### config.mk
export PLATFORM = sky130hd
export DESIGN_NAME = frontend_flush_ctrl
export DESIGN_NICKNAME = d
export VERILOG_FILES = /design/src/rtl/mmm_pkg.sv /design/src/rtl/outst_cnt.sv /design/src/rtl/frontend_flush_ctrl.sv
export SDC_FILE = /design/constraint.sdc
export NUM_CORES = 1
export LEC_CHECK = 0
export CAP_MARGIN = 20
export CORE_AREA = 2 2 97 99
export CTS_CLUSTER_DIAMETER = 100
export CTS_CLUSTER_SIZE = 20
export DETAILED_ROUTE_END_ITERATION = 10
export DIE_AREA = 0 0 99 101
export PLACE_DENSITY_LB_ADDON = 0.1
export SLEW_MARGIN = 20
export SYNTH_ARGS = -nofsm -noshare
export SYNTH_HDL_FRONTEND = slang
export SYNTH_SLANG_ARGS = --single-unit
export TNS_END_PERCENT = 20
### constraint.sdc
create_clock -name clk_i -period 2.5 [get_ports clk_i]
set_input_delay 0.5 -clock clk_i [delete_from_list [all_inputs] [get_ports clk_i]]
set_output_delay 0.5 -clock clk_i [all_outputs]
set_load 0.03 [all_outputs]
### src/rtl/mmm_pkg.sv
// Shared frontend definitions: datapath width, instruction size, recovery FSM states.
package mmm_pkg;

  localparam int unsigned XLEN        = 32;
  localparam int unsigned INSTR_BYTES = 4;

  typedef enum logic [1:0] {
    IDLE     = 2'd0,
    FLUSH    = 2'd1,
    DRAIN    = 2'd2,
    REDIRECT = 2'd3
  } frontend_ctrl_state_t;

endpackage

### src/rtl/outst_cnt.sv
// Up/down counter of in-flight i-cache requests, saturating at both ends.
module outst_cnt #(
  parameter int MAX_OUTST = 4,
  parameter int CNT_W     = $clog2(MAX_OUTST + 1)
) (
  input  logic             clk_i,
  input  logic             rst_i,
  input  logic             inc_i,
  input  logic             dec_i,
  output logic [CNT_W-1:0] cnt_o,
  output logic [CNT_W-1:0] next_cnt_o
);

  localparam logic [CNT_W-1:0] MaxC = CNT_W'(MAX_OUTST);

  logic [CNT_W-1:0] cnt_q, cnt_d;

  // Next count: simultaneous inc/dec cancel; clamp at 0 and MAX_OUTST.
  always_comb begin
    cnt_d = cnt_q;
    if (inc_i && !dec_i && cnt_q != MaxC)   cnt_d = cnt_q + 1'b1;
    else if (dec_i && !inc_i && cnt_q != '0) cnt_d = cnt_q - 1'b1;
  end

  // Count register.
  always_ff @(posedge clk_i or posedge rst_i) begin
    if (rst_i) cnt_q <= '0;
    else       cnt_q <= cnt_d;
  end

  assign cnt_o      = cnt_q;
  assign next_cnt_o = cnt_d;

  // A response with nothing in flight, or a request beyond capacity, is a protocol bug upstream.
  a_no_underflow: assert property (@(posedge clk_i) disable iff (rst_i)
    !(dec_i && !inc_i && cnt_q == '0));
  a_no_overflow: assert property (@(posedge clk_i) disable iff (rst_i)
    !(inc_i && !dec_i && cnt_q == MaxC));

endmodule

### src/rtl/frontend_flush_ctrl.sv
// Frontend recovery after a branch mispredict: flush, drain stale i-cache
// responses, then hand a single redirect PC to pc_gen.
module frontend_flush_ctrl
  import mmm_pkg::*;
#(
  parameter int MAX_OUTST = 4,
  parameter int CNT_W     = $clog2(MAX_OUTST + 1),
  parameter int PERF_W    = 32
) (
  input  logic              clk_i,
  input  logic              rst_i,
  input  logic              res_valid_i,
  input  logic              res_mispredict_i,
  input  logic              res_taken_i,
  input  logic [XLEN-1:0]   res_pc_i,
  input  logic [XLEN-1:0]   res_target_i,
  input  logic              addr_valid_i,
  input  logic              addr_ready_i,
  input  logic              data_valid_i,
  input  logic              data_ready_i,
  input  logic              redirect_ready_i,
  output logic              fetch_en_o,
  output logic              flush_o,
  output logic              drop_resp_o,
  output logic              redirect_valid_o,
  output logic [XLEN-1:0]   redirect_pc_o,
  output logic              busy_o,
  output logic [PERF_W-1:0] mispred_cnt_o
);

  localparam logic [CNT_W-1:0] MaxC = CNT_W'(MAX_OUTST);

  frontend_ctrl_state_t state_q;
  logic                 flush_q, drop_q, rvld_q;
  logic [XLEN-1:0]      rpc_q;
  logic [PERF_W-1:0]    mcnt_q;
  logic [CNT_W-1:0]     cnt, next_cnt;
  logic                 req_hs, rsp_hs, mispred;

  assign req_hs  = addr_valid_i & addr_ready_i;
  assign rsp_hs  = data_valid_i & data_ready_i;
  assign mispred = res_valid_i & res_mispredict_i;

  outst_cnt #(.MAX_OUTST(MAX_OUTST), .CNT_W(CNT_W)) u_outst (
    .clk_i      (clk_i),
    .rst_i      (rst_i),
    .inc_i      (req_hs),
    .dec_i      (rsp_hs),
    .cnt_o      (cnt),
    .next_cnt_o (next_cnt)
  );

  // Recovery FSM; outputs are registered alongside the state they belong to.
  // Resolutions outside IDLE are wrong-path and never touch PC or perf count.
  always_ff @(posedge clk_i or posedge rst_i) begin
    if (rst_i) begin
      state_q <= IDLE;
      flush_q <= 1'b0;
      drop_q  <= 1'b0;
      rvld_q  <= 1'b0;
      rpc_q   <= '0;
      mcnt_q  <= '0;
    end else begin
      case (state_q)
        IDLE: if (mispred) begin
          state_q <= FLUSH;
          flush_q <= 1'b1;
          drop_q  <= 1'b1;
          rpc_q   <= res_taken_i ? res_target_i : res_pc_i + XLEN'(INSTR_BYTES);
          if (mcnt_q != '1) mcnt_q <= mcnt_q + 1'b1;
        end
        FLUSH: begin
          flush_q <= 1'b0;
          if (next_cnt == '0) begin
            state_q <= REDIRECT;
            drop_q  <= 1'b0;
            rvld_q  <= 1'b1;
          end else begin
            state_q <= DRAIN;
          end
        end
        DRAIN: if (next_cnt == '0) begin
          state_q <= REDIRECT;
          drop_q  <= 1'b0;
          rvld_q  <= 1'b1;
        end
        REDIRECT: if (redirect_ready_i) begin
          state_q <= IDLE;
          rvld_q  <= 1'b0;
        end
        default: begin
          state_q <= IDLE;
          flush_q <= 1'b0;
          drop_q  <= 1'b0;
          rvld_q  <= 1'b0;
        end
      endcase
    end
  end

  assign fetch_en_o       = (state_q == IDLE) && (cnt < MaxC);
  assign flush_o          = flush_q;
  assign drop_resp_o      = drop_q;
  assign redirect_valid_o = rvld_q;
  assign redirect_pc_o    = rpc_q;
  assign busy_o           = (state_q != IDLE);
  assign mispred_cnt_o    = mcnt_q;

endmodule

==> impl_metrics.ini, run 1 <==
[die]
die_h_um = 101
num_rows = 35
floorplan.initialDensity_pct = 44.9
dieArea_sq_um = 10000
core_area_sq_um = 8980
die_w_um = 99
io_pins = 143

[synth]
ys_top_cells_by_area = dfrtp_1 (45%), xnor2_1 (8.0%), nand2_1 (5.3%)
avgSynthCellArea_sq_um = 9.33
synth_area_sq_um = 4030
synth-edff-count = 0
synth-seq-cells = 72
ys_seq_area_share_pct = 44.7
yosysUniqueCellTypes = 42
async_flop_share_pct = 100
ys.flop_type = dfrtp_1
synthCells = 432
syn_nets = 515
synth_warnings = 0
yosys.area.top_type = dfrtp_1
yosysTopAreaCellShare_pct = 44.7
synthTopCellsByCount = dfrtp_1 (72), nand2_1 (57), xnor2_1 (37)
yosysMostFrequentCell = dfrtp_1

[detailed_routing]
vias_per_cell = 5.16
dr.pass1.iters = 4
drcViolationCount = 0
wl_per_cell_um = 14.4
totalWireLength_um = 10200
dr_total_vias = 3641
ant_nets = 0
first_iter_violations = 77

[timing]
fin_tns_setup_ps = 0
tightestPinTransition_ps = 569
hold_viol = 0
fmax_mhz = 439
maxSlewHeadroom_pct = 62.0
fin_crit_sh_pct = 91.0
setup_viol = 0
rsz0062_at_grt = no
report.final.slew_viol_count = 0
fin_skew_ps = 12.0
min_period_ps = 2280

[clock_tree]
numCtsBuffers = 9
clkTransAtPathRegs_ps = 80
cts_tree = done
clock_path_buffers = 2
postCtsSetupRepairBufs = 0
cts_root_buf = clkbuf_8
ctsHtreeMaxLevel = 3
cts_num_sinks = 72
clock_latency_ps = 350

[flow_run]
cap_violations = 0

[final_layout]
layout-drive-gt1-share_pct = 7.74
postLayoutCoreUtil_pct = 65.6
nNetsFinal = 672
num_antenna_cells = 0
area_delta_synth_final_pct = 46.1
final_area_sq_um = 5890

[placed_design]
globalplace.congestion = 0.930
dpl_cell_area_sq_um = 5690
place_hpwl_um = 7620
port_buffers = 142

[setup_path]
worst_setup_path_end_kind = flop
worst_ep_required_time_ps = 2720
cp_data_arrival_time_ps = 2490
rrSetupSlack_ps = 220
setup.worst_path.class = reg2reg
cp-start-kind = flop
cp_max_fo = 5

[min_path]
hold_path.class = in2async

[grt]
grt_use_total_pct = 21.7
grtUsageMet3_pct = 6.66
grt_pass1_vias = 3696
grtUsageMet1_pct = 26.5
grt-busiest-layer = met2
grt_pass1_wl_um = 17500
overflow = 0
met2_usage_pct = 36.6
grt_max_degree = 63
antenna_found_initial = 0

[pwr]
p_leak_nw = 2.53
ir_drop_mv = 0.453
cellPowerDensity_nw_per_um2 = 825

[outcome]
status = finished, final reports clean
==> worst max-delay path: stages, from the launching register on <==
cell and delay [ps]:
dfrtp_1 430, inv_1 100, ha_1 160, nor2b_2 220
nor3_1 100, or4_1 490, a22oi_2 170, buf_4 170
mux2i_1 200, a32oi_1 110
==> through the flow <==
stage                     power, mW  setup slack (ps)  std cells  hold WS, ps
after floorplan                3.00               175        432          501
after global placement         3.92              27.9        689          461
after detailed placement       3.98             -27.9        689          467
after CTS                      4.91              98.7        705          430
after global routing           5.18              57.4        705          465
final                          4.86               225        705          429
==> flip-flops by register name (all words and copies together) (netlist names) <==
| name | flops |
|---|---|
| drop_resp_o | 1 |
| state_q | 2 |
| flush_o | 1 |
| redirect_valid_o | 1 |
| redirect_pc_o | 32 |
| u_outst.cnt_o | 3 |
| mispred_cnt_o | 32 |
==> where the power goes <==
part,switching [mW],total [mW],leakage [nW],internal (mW)
Clock,0.452,0.914,0.0973,0.462
Combinational,1.25,2.22,1.51,0.967
Sequential,0.229,1.73,0.921,1.50
Total,1.93,4.86,2.53,2.93
==> cell families (layout without fill, tap and decap cells) <==
kind of cell / after synthesis / after routing / share of synthesized area [%]
AND/OR/NAND/NOR: 188 / 188 / 24.0
flip-flops: 72 / 72 / 44.7
AO/OA/AOI/OAI: 61 / 61 / 8.47
XOR/XNOR: 59 / 59 / 12.8
buffers and inverters: 23 / 185 / 2.17
multiplexers: 20 / 20 / 5.03
adder cells (fa/ha/maj): 9 / 9 / 2.79
==> routing by layer <==
layer	vias to the layer above	part of all wire (%)
met5	-	0
met2	95	48
li1	1828	-
met3	16	6.7
met1	1702	44
met4	0	1.6
==> layout make-up <==
cell class / instances / area, sq um
repair buffers: 158 / 1560
clock buffers: 11 / 131
well taps: 111 / 139
flip-flops and latches: 72 / 1800
inverters: 11 / 42.5
multi-input cells: 337 / 2150
clock inverters: 5 / 57.6
fillers: 743 / 3090
==> final timing paths <==
check,start,endpoint,depth (start not counted)
setup / recovery,u_outst.cnt_o[0],state_q[0],9
min in group clk_i,redirect_pc_o[15],redirect_pc_o[15],2
max in group asynchronous,rst_i,redirect_pc_o[6],3
hold reg to reg,redirect_pc_o[15],redirect_pc_o[15],2
setup reg to reg,u_outst.cnt_o[0],state_q[0],9
hold / removal,rst_i,redirect_pc_o[20],2
==> layout by cell type (no fill, tap or decap), types with 5 or more instances in the layout <==
cell             instances
nand4_1                 19
and2_1                   5
clkdlybuf4s50_1        139
dfrtp_1                 72
a21oi_1                 17
clkbuf_8                 9
nor3_1                   9
nand2_1                 57
xnor2_1                 37
buf_4                   14
and3_1                  12
mux2i_1                 18
nand3_1                 22
inv_1                   10
xor2_1                  22
o21ai_0                 32
and4_1                   7
ha_1                     9
nor2_1                  36
==> repair_timing <==
item,CTS,global route
gates resized for setup,1,2
hold buffers,0,0
setup endpoints to repair,1,2
No activity file was read; power rests on OpenSTA's default activity.
==> run 2, diff against run 1 <==
--- a/config.mk
+++ b/config.mk
@@ -6,11 +6,13 @@
 export NUM_CORES = 1
 export LEC_CHECK = 0
 export CAP_MARGIN = 20
-export CORE_AREA = 2 2 97 99
+export CORE_AREA = 2 2 96 98
+export CTS_BUF_LIST = sky130_fd_sc_hd__clkbuf_4 sky130_fd_sc_hd__clkbuf_8
 export CTS_CLUSTER_DIAMETER = 100
 export CTS_CLUSTER_SIZE = 20
 export DETAILED_ROUTE_END_ITERATION = 10
-export DIE_AREA = 0 0 99 101
+export DIE_AREA = 0 0 98 100
+export GPL_TIMING_DRIVEN = 0
 export PLACE_DENSITY_LB_ADDON = 0.1
 export SLEW_MARGIN = 20
 export SYNTH_ARGS = -nofsm -noshare
==> impl_metrics.ini, run 2 (synthesis gave the netlist of run 1 again) <==
[outcome]
status = finished, final reports clean

[final_layout]
fill_cells = 710
area_delta_synth_final_pct = 47.0
seq_area_sq_um = 1800
layout-drive-gt1-share_pct = 6.07
multi_input_comb_area_sq_um = 2170
mostFrequentLayoutCells = clkdlybuf4s50_1 (139), dfrtp_1 (72), nand2_1 (57)
nNetsFinal = 671
postLayoutCoreUtil_pct = 66.7
num_antenna_cells = 0
final_area_sq_um = 5930
layout_commonest_cell = clkdlybuf4s50_1

[timing]
fin_crit_sh_pct = 93.5
report.final.slew_viol_count = 0
hold_viol = 0
tightestPinTransition_ps = 714
fmax_mhz = 428
setup_viol = 0
min_period_ps = 2340
rsz0062_at_grt = no
maxSlewHeadroom_pct = 52.4
fin_skew_ps = 9.40
fin_tns_setup_ps = 0

[pwr]
p_leak_nw = 2.54
total_power_mw = 5.24
ir_drop_mv = 0.438
cellPowerDensity_nw_per_um2 = 884

[die]
floorplan.initialDensity_pct = 45.3
num_rows = 35
die_h_um = 100
dieArea_sq_um = 9800
io_pins = 143
die_w_um = 98
core_area_sq_um = 8890

[setup_path]
worst_setup_path_end_kind = flop
worstPathCellList = inv_1, ha_1, nor2b_4, nor3_1, or4_1, a22oi_2, o211a_1, mux2_1
worst_ep_required_time_ps = 2730
slowest_stage = or4_1
setup.worst_path.class = reg2reg
cp_max_fo = 5
crit_family = simple AND/OR/NAND/NOR gates
cp_data_arrival_time_ps = 2570
crit_buf_inv = 1
critPathMaxStageDelay_ps = 500
cp-start-kind = flop

[clock_tree]
hold_buffers = 0
cts_root_buf = clkbuf_8
clkTransAtPathRegs_ps = 80
numCtsBuffers = 9
clock_latency_ps = 350
cts_tree = done
ctsHtreeMaxLevel = 3
clock_path_buffers = 2
cts_num_sinks = 72

[placed_design]
port_buffers = 141
globalplace.congestion = 0.879
place_hpwl_um = 8010
dpl_cell_area_sq_um = 5600

[detailed_routing]
wl_per_cell_um = 15.1
dr_total_vias = 3665
dr.pass1.iters = 4
first_iter_violations = 95
totalWireLength_um = 10600
ant_nets = 0
vias_per_cell = 5.21
drcViolationCount = 0

[min_path]
hold_path.class = reg2reg

[grt]
grt_use_total_pct = 22.4
antenna_found_initial = 0
grt_pass1_vias = 3655
grt_pass1_wl_um = 17700
grt_max_degree = 38
overflow = 0

[flow_run]
cap_violations = 0
## run 2: changes by cell type in the layout (fill, tap and decap cells not counted), sizes merged
cell / previous run / this run
buf: 17 / 6
bufinv: 1 / 4
clkbuf: 11 / 19
clkinv: 5 / 2
inv: 10 / 12
## run 2: path summary, 6_finish.rpt
path / start / cells after the start / slack, ps / end
max in group asynchronous: rst_i / 3 / 1420 / redirect_valid_o
min in group asynchronous: rst_i / 2 / 520 / mispred_cnt_o[15]
worst min-delay path: redirect_pc_o[23] / 2 / 480 / redirect_pc_o[23]
worst max register to register: u_outst.cnt_o[0] / 8 / 160 / state_q[1]
worst min register to register: redirect_pc_o[23] / 2 / 480 / redirect_pc_o[23]
worst max-delay path: u_outst.cnt_o[0] / 8 / 160 / state_q[1]
## run 2: worst reg2reg max path, cell delays in order, from the launching register on
cell and delay [ps]:
dfrtp_1 440, inv_1 110, ha_1 170, nor2b_4 200, nor3_1 80, or4_1 500, a22oi_2 230, o211a_1 180
mux2_1 320
## run 2: per-layer routing
layer	global-route usage, %	vias up	wire length [um]
met5	0	-	0
met4	7.48	0	121
met3	6.55	14	661
met2	36.7	104	5160
met1	28.8	1729	4660
li1	-	1818	-
## run 2: per-stage QoR
step                      std cells  hold WS [ps]  setup WS, ps
final                           704           484           162
after global routing            704           513          1.27
after CTS                       701           491          20.2
after detailed placement        685           472          -187
after global placement          684           461         -1100
after floorplan                 432           501           175
## run 2: where the power goes
group	switching, mW	internal, mW	leakage (nW)	total, mW
clock	0.477	0.768	0.134	1.24
sequential	0.239	1.50	0.921	1.74
combinational	1.28	0.983	1.48	2.26
## run 2: cell type report
cell class / instances / area share (%)
multi-input cells: 337 / 36.7
flip-flops and latches: 72 / 30.4
repair buffers: 145 / 24.6
clock inverters: 7 / 2.41
well taps: 111 / 2.34
clock buffers: 9 / 2.09
plain buffers: 12 / 0.781
inverters: 11 / 0.739
## run 2: timing repair
action	4_1_cts	5_1_grt
gates resized for setup	1	6
cloned	0	0
pin swaps	0	1
buffers inserted	0	3
setup endpoints to repair	1	7
